<file path="config.mk">
export PLATFORM = sky130hd
export DESIGN_NAME = vga_timing_gen
export DESIGN_NICKNAME = d
export VERILOG_FILES = /design/src/rtl/vga_timing_gen_pkg.sv /design/src/rtl/vga_tick_div.sv /design/src/rtl/vga_timing_gen.sv
export SDC_FILE = /design/constraint.sdc
export NUM_CORES = 1
export LEC_CHECK = 0
export CAP_MARGIN = 15
export CORE_MARGIN = 3
export CORE_UTILIZATION = 35
export DETAILED_ROUTE_END_ITERATION = 6
export REMOVE_ABC_BUFFERS = 1
export SLEW_MARGIN = 15
export SYNTH_ARGS = -nofsm -noshare
export SYNTH_HDL_FRONTEND = slang
export SYNTH_HIERARCHICAL = 1
export SYNTH_SLANG_ARGS = --single-unit
</file>
<file path="constraint.sdc">
create_clock -name clk -period 6.3 [get_ports clk]
set_clock_uncertainty 0.2 [all_clocks]
set_input_delay 0.63 -clock clk [delete_from_list [all_inputs] [get_ports clk]]
set_output_delay 0.63 -clock clk [all_outputs]
set_load 0.02 [all_outputs]
</file>
<file path="src/rtl/vga_timing_gen_pkg.sv">
// rtl/vga_timing_gen_pkg.sv - shared VGA timing constants, polarity constants and decode helper
package vga_timing_gen_pkg;

  localparam bit VGA_POL_LOW  = 1'b0;
  localparam bit VGA_POL_HIGH = 1'b1;

  // 640x480@60, 25.175 MHz nominal pixel rate, both syncs active low
  localparam int VGA640_H_ACTIVE = 640;
  localparam int VGA640_H_FRONT  = 16;
  localparam int VGA640_H_SYNC   = 96;
  localparam int VGA640_H_BACK   = 48;
  localparam int VGA640_V_ACTIVE = 480;
  localparam int VGA640_V_FRONT  = 10;
  localparam int VGA640_V_SYNC   = 2;
  localparam int VGA640_V_BACK   = 33;
  localparam bit VGA640_HPOL     = VGA_POL_LOW;
  localparam bit VGA640_VPOL     = VGA_POL_LOW;

  // 800x600@60, 40 MHz nominal pixel rate, both syncs active high
  localparam int VGA800_H_ACTIVE = 800;
  localparam int VGA800_H_FRONT  = 40;
  localparam int VGA800_H_SYNC   = 128;
  localparam int VGA800_H_BACK   = 88;
  localparam int VGA800_V_ACTIVE = 600;
  localparam int VGA800_V_FRONT  = 1;
  localparam int VGA800_V_SYNC   = 4;
  localparam int VGA800_V_BACK   = 23;
  localparam bit VGA800_HPOL     = VGA_POL_HIGH;
  localparam bit VGA800_VPOL     = VGA_POL_HIGH;

  function automatic logic in_span(input int unsigned v, input int unsigned lo,
                                   input int unsigned len);
    return (v >= lo) && (v < lo + len);
  endfunction

endpackage

</file>
<file path="src/rtl/vga_tick_div.sv">
// rtl/vga_tick_div.sv - CLK_DIV clock-enable divider producing the pixel tick
module vga_tick_div #(
  parameter int CLK_DIV = 2
) (
  input  logic clk,
  input  logic reset,
  input  logic en,
  output logic p_tick
);

  localparam int DIV_W = (CLK_DIV > 1) ? $clog2(CLK_DIV) : 1;
  localparam logic [DIV_W-1:0] DIV_LAST = DIV_W'(CLK_DIV - 1);

  if (CLK_DIV < 1) begin : g_bad_div
    $error("vga_tick_div: CLK_DIV must be >= 1");
  end

  logic [DIV_W-1:0] div_cnt_q;
  logic [DIV_W-1:0] div_cnt_d;

  // With CLK_DIV=1 the counter is pinned at 0 == DIV_LAST, so the tick follows en.
  always_comb begin
    div_cnt_d = div_cnt_q;
    if (en) begin
      div_cnt_d = (div_cnt_q == DIV_LAST) ? '0 : div_cnt_q + 1'b1;
    end
  end

  always_ff @(posedge clk) begin
    if (reset) begin
      div_cnt_q <= '0;
    end else begin
      div_cnt_q <= div_cnt_d;
    end
  end

  assign p_tick = en && (div_cnt_q == DIV_LAST);

endmodule

</file>
<file path="src/rtl/vga_timing_gen.sv">
// rtl/vga_timing_gen.sv - parametrised VGA raster timing generator
// Optional frame counter enabled by defining VGA_TIMING_FRAME_CNT_EN.
module vga_timing_gen
  import vga_timing_gen_pkg::*;
#(
  parameter int CNT_W     = 11,
  parameter int CLK_DIV   = 2,
  parameter int H_ACTIVE  = VGA640_H_ACTIVE,
  parameter int H_FRONT   = VGA640_H_FRONT,
  parameter int H_SYNC    = VGA640_H_SYNC,
  parameter int H_BACK    = VGA640_H_BACK,
  parameter int V_ACTIVE  = VGA640_V_ACTIVE,
  parameter int V_FRONT   = VGA640_V_FRONT,
  parameter int V_SYNC    = VGA640_V_SYNC,
  parameter int V_BACK    = VGA640_V_BACK,
  parameter bit HSYNC_POL = VGA640_HPOL,
  parameter bit VSYNC_POL = VGA640_VPOL
) (
  input  logic             clk,
  input  logic             reset,
  input  logic             en,
  output logic             p_tick,
  output logic [CNT_W-1:0] pixel_x,
  output logic [CNT_W-1:0] pixel_y,
  output logic             video_on,
  output logic             hsync,
  output logic             vsync,
  output logic             line_start,
  output logic             frame_start,
  output logic [15:0]      frame_cnt
);

  localparam int H_TOTAL = H_ACTIVE + H_FRONT + H_SYNC + H_BACK;
  localparam int V_TOTAL = V_ACTIVE + V_FRONT + V_SYNC + V_BACK;

  localparam logic [CNT_W-1:0] H_LAST  = CNT_W'(H_TOTAL - 1);
  localparam logic [CNT_W-1:0] V_LAST  = CNT_W'(V_TOTAL - 1);
  localparam logic [CNT_W-1:0] H_ACT_C = CNT_W'(H_ACTIVE);
  localparam logic [CNT_W-1:0] V_ACT_C = CNT_W'(V_ACTIVE);

  if ((H_TOTAL >= (1 << CNT_W)) || (V_TOTAL >= (1 << CNT_W))) begin : g_bad_total
    $error("vga_timing_gen: H_TOTAL/V_TOTAL do not fit in CNT_W bits");
  end
  if (CLK_DIV < 1) begin : g_bad_div
    $error("vga_timing_gen: CLK_DIV must be >= 1");
  end

  logic tick;

  vga_tick_div #(
    .CLK_DIV(CLK_DIV)
  ) u_tick_div (
    .clk   (clk),
    .reset (reset),
    .en    (en),
    .p_tick(tick)
  );

  assign p_tick = tick;

  logic [CNT_W-1:0] h_q, h_d;
  logic [CNT_W-1:0] v_q, v_d;
  logic             h_wrap, v_wrap;
  logic             video_on_q, video_on_d;
  logic             hsync_q, hsync_d;
  logic             vsync_q, vsync_d;
  logic             line_start_q, line_start_d;
  logic             frame_start_q, frame_start_d;

  assign h_wrap = (h_q == H_LAST);
  assign v_wrap = (v_q == V_LAST);

  always_comb begin
    h_d = h_q;
    v_d = v_q;
    if (tick) begin
      h_d = h_wrap ? '0 : h_q + 1'b1;
      if (h_wrap) begin
        v_d = v_wrap ? '0 : v_q + 1'b1;
      end
    end
  end

  // Decode from the next counts so every output lands on the same edge as the counters.
  always_comb begin
    video_on_d    = (h_d < H_ACT_C) && (v_d < V_ACT_C);
    hsync_d       = in_span(32'(h_d), H_ACTIVE + H_FRONT, H_SYNC) ? HSYNC_POL : ~HSYNC_POL;
    vsync_d       = in_span(32'(v_d), V_ACTIVE + V_FRONT, V_SYNC) ? VSYNC_POL : ~VSYNC_POL;
    line_start_d  = tick && h_wrap;
    frame_start_d = tick && h_wrap && v_wrap;
  end

  always_ff @(posedge clk) begin
    if (reset) begin
      h_q           <= '0;
      v_q           <= '0;
      video_on_q    <= 1'b1;
      hsync_q       <= ~HSYNC_POL;
      vsync_q       <= ~VSYNC_POL;
      line_start_q  <= 1'b0;
      frame_start_q <= 1'b0;
    end else begin
      h_q           <= h_d;
      v_q           <= v_d;
      video_on_q    <= video_on_d;
      hsync_q       <= hsync_d;
      vsync_q       <= vsync_d;
      line_start_q  <= line_start_d;
      frame_start_q <= frame_start_d;
    end
  end

  assign pixel_x     = h_q;
  assign pixel_y     = v_q;
  assign video_on    = video_on_q;
  assign hsync       = hsync_q;
  assign vsync       = vsync_q;
  assign line_start  = line_start_q;
  assign frame_start = frame_start_q;

`ifdef VGA_TIMING_FRAME_CNT_EN
  logic [15:0] frame_cnt_q;

  // Advances on the edge that presents the wrapped (0,0), alongside frame_start.
  always_ff @(posedge clk) begin
    if (reset) begin
      frame_cnt_q <= 16'd0;
    end else if (frame_start_d) begin
      frame_cnt_q <= frame_cnt_q + 16'd1;
    end
  end

  assign frame_cnt = frame_cnt_q;
`else
  assign frame_cnt = 16'd0;
`endif

endmodule

</file>
==> run summary <==
### Critical path
• **Crit. End Element** flip-flop
• **Critical Setup Path Class** primary input to flip-flop
• **Crit path arrival time** 3.14 ns
• **startpoint of the worst-slack reg-to-reg timing path** pixel_x[7]
• **crit path to** video_on
• **crit path launch type** primary input
• **Register-to-Register Setup Slack** 3.48 ns
• **CP startpoint** en
• **capturing point of the worst reg2reg path** video_on
• **critical path, cell by cell** clkdlybuf4s50_1, and2_2, nand4_2, nor4_4, nand3_2, o311a_1, o41ai_2
• **required time worst endpoint** 6.29 ns
• **worst-path maximum fanout** 16
• **CP peak stage delay** 0.67 ns
• **Reg2Reg Depth** 5
• **Critical Path Slowest Stage Cell** nor4_4

### Clock network
• **clock-pin slew of the registers on the worst-case setup and hold paths** 0.10 ns
• **quantity of gates resized following cts** 0
• **CTS tree** yes
• **worst skew pair latency** 0.28 ns
• **total clock sinks** 28
• **Hold Buf Count CTS** 0
• **number of clock buffers inserted by TritonCTS** 3
• **maximum level of the CTS H-tree** 1
• **cell at the root of the clock tree** clkbuf_8
• **CTS Buffer Depth** 2
• **Post-CTS Setup Repair Bufs** 0

### Placement
• **instance area after placement** 2007 sq um
• **pre-CTS setup slack** 2.853 ns
• **number of input and output port buffers inserted** 30
• **Final HPWL DP** 2783 microns
• **Final GP Congestion** 0.8362

### Die
• **initial core utilization** 37.01%
• **die boundary width** 77.38 microns
• **area inside the core boundary** 4817 sq um
• **Top-Level Pins** 47
• **y dimension of the die** 77.38 microns
• **Row Count** 25
• **die outline area** 5987 sq um

### Route
• **detailed-route wire length** 3726 microns
• **count of nets left with antenna violations after detail routing** 0
• **number of DRC markers after the initial detailed-route iteration** 70
• **DRC violations left** 0
• **detailed-routing iteration count for the pre-antenna-repair pass** 4
• **Via Count** 1490
• **Avg WL per Cell** 12.38 microns
• **Via-to-Cell Ratio** 4.950

### Min path
• **Hold Path Class** flip-flop to flip-flop

### Run
• **max-cap check violation count** 0

### Timing
• **smallest setup slack after layout** 3.155 ns
• **max-slew violation total from the final report** 0
• **worst rel slew slack** 46.42%
• **setup TNS** 0 ns
• **minimum clock period after layout** 3.145 ns
• **share of the cycle needed by the critical path after routing** 49.92%
• **final number of setup-violating endpoints** 0
• **Max Fclk** 317.9 MHz
• **Worst Tran Pin Value** 0.7978 ns
• **RSZ-0062 raised after global routing** false
• **final hold vios** 0

### Cells and area
• **fraction of final layout cells sized beyond drive strength 1** 9.829%
• **total non-filler cell area in the finished layout** 2062 sq um
• **final net count** 241
• **number of antenna diodes** 0
• **fill cell count** 519
• **area delta synth->final** 15.65%
• **area of the multi-input gates** 1025 sq um
• **sequential cell area in the final layout** 560.5 sq um
• **most frequent cells in the layout** nor2_1, clkdlybuf4s50_1, dfxtp_1, conb_1, nand2_1
• **most frequent standard cell in the layout excluding fill and tap cells** nor2_1

### Status
• **run status** completed

### Power
• **Pwr Density** 151.6 nW/um^2
• **leakage power total** 0.7174 nW
• **maximum vdd ir drop** 81.91 uV

### GRT
• **combined global-route utilization of all metal layers** 13.05%
• **number of antenna violations at the first check in global routing** 0
• **number of global-route vias before repair** 1328
• **global-route wire length before repair** 6389 microns
• **pin count of the biggest net entering global routing** 17
• **global route overflow** 0

### Logic synthesis
• **fraction of registers with async set or reset after synthesis** 0%
• **synthesized area per cell** 8.332 sq um
• **number of synthesized flops with an enable pin** 0
• **total standard cell area after synthesis** 1783 sq um
• **post-synthesis sequential area ratio** 31.44%
• **cell count after synthesis** 214
• **leading register cell type out of synthesis** dfxtp_1
• **post-synthesis cell type count** 55
• **flip-flop and latch count after synthesis** 28
• **YS warnings** 6

kinds of logic (layout without fill, tap and decap cells):
family	Yosys count	after routing	share of synthesized area (%)
xor gates and xnor gates	18	18	8.842
AOI/OAI and AO/OA	28	28	12.28
muxes	1	1	0.5614
DFF	28	28	31.44
adders and majority gates	3	3	2.105
buffers and inverters	39	44	14.25
other	1	16	0.2103
and+or+nand+nor	96	96	30.32
power breakdown:
part / switching (mW) / leakage [nW] / internal [mW]
Combinational: 0.0154 / 0.463 / 0.00524
Sequential: 0.00132 / 0.226 / 0.178
Clock: 0.0565 / 0.0288 / 0.0560
Total: 0.0732 / 0.717 / 0.239
cell usage after synthesis (all sizes together), types with 5 or more instances:
library cell   n  share of area (%)
a21oi          7                2.0
and4           8                4.1
buf           24                 11
clkbuf         5                1.5
dfxtp         28                 31
inv           10                2.1
nand2         15                3.3
nand3         13                3.9
nand4          5                2.1
nor2          31                6.5
nor3           7                2.8
xnor2         11                5.4
xor2           7                3.4
worst min-delay path by stage:
| stage | from | slack [ns] | cells past startpoint | end |
|---|---|---|---|---|
| 2_1_floorplan | u_tick_div/div_cnt_q | 0.27 | 2 | u_tick_div/div_cnt_q |
| 3_3_place_gp | u_tick_div/div_cnt_q | 0.30 | 2 | u_tick_div/div_cnt_q |
| 3_5_place_dp | u_tick_div/div_cnt_q | 0.31 | 2 | u_tick_div/div_cnt_q |
| 4_1_cts | u_tick_div/div_cnt_q | 0.33 | 2 | u_tick_div/div_cnt_q |
| 5_1_grt | u_tick_div/div_cnt_q | 0.37 | 2 | u_tick_div/div_cnt_q |
| 6_report | u_tick_div/div_cnt_q | 0.32 | 2 | u_tick_div/div_cnt_q |
per-layer routing:
metal	vias up	routed length, microns	global-route usage, %
met5	-	0	0
met3	5	169	2.900
met2	37	1749	20.98
met1	697	1763	17.49
li1	751	-	-
met4	0	44	3.737
flip-flops by register name, indices dropped and copies added, names as in the netlist:
name and flops:
hsync 1, vsync 1, u_tick_div/div_cnt_q 1, line_start 1, pixel_x 11, pixel_y 11, video_on 1, frame_start 1
worst max-delay path: cells and delay by family:
family / cells / cell delay (ns)
buffers and inverters: 1 / 0.48
AND/OR/NAND/NOR: 4 / 1.33
AO/OA/AOI/OAI: 2 / 0.69
per-stage QoR:
| step | total power [mW] | cells | utilization (%) | hold WS [ns] |
|---|---|---|---|---|
| floorplan | 0.1983 | 200 | - | 0.2744 |
| global placement | 0.2043 | 297 | 41.66 | 0.2989 |
| detailed placement | 0.2043 | 297 | 41.66 | 0.3071 |
| CTS | 0.3182 | 301 | 42.81 | 0.3298 |
| global route | 0.3285 | 301 | 42.81 | 0.3724 |
| finish | 0.3127 | 301 | 42.81 | 0.3224 |
cell type report:
class | instances | share of cell area [%]
Clock buffer | 4 | 2.670
Inverter | 10 | 1.820
Multi-Input combinational cell | 162 | 49.70
Sequential cell | 28 | 27.18
Tap cell | 67 | 4.066
Timing Repair Buffer | 30 | 14.56
No activity file was read; power rests on OpenSTA's default activity.
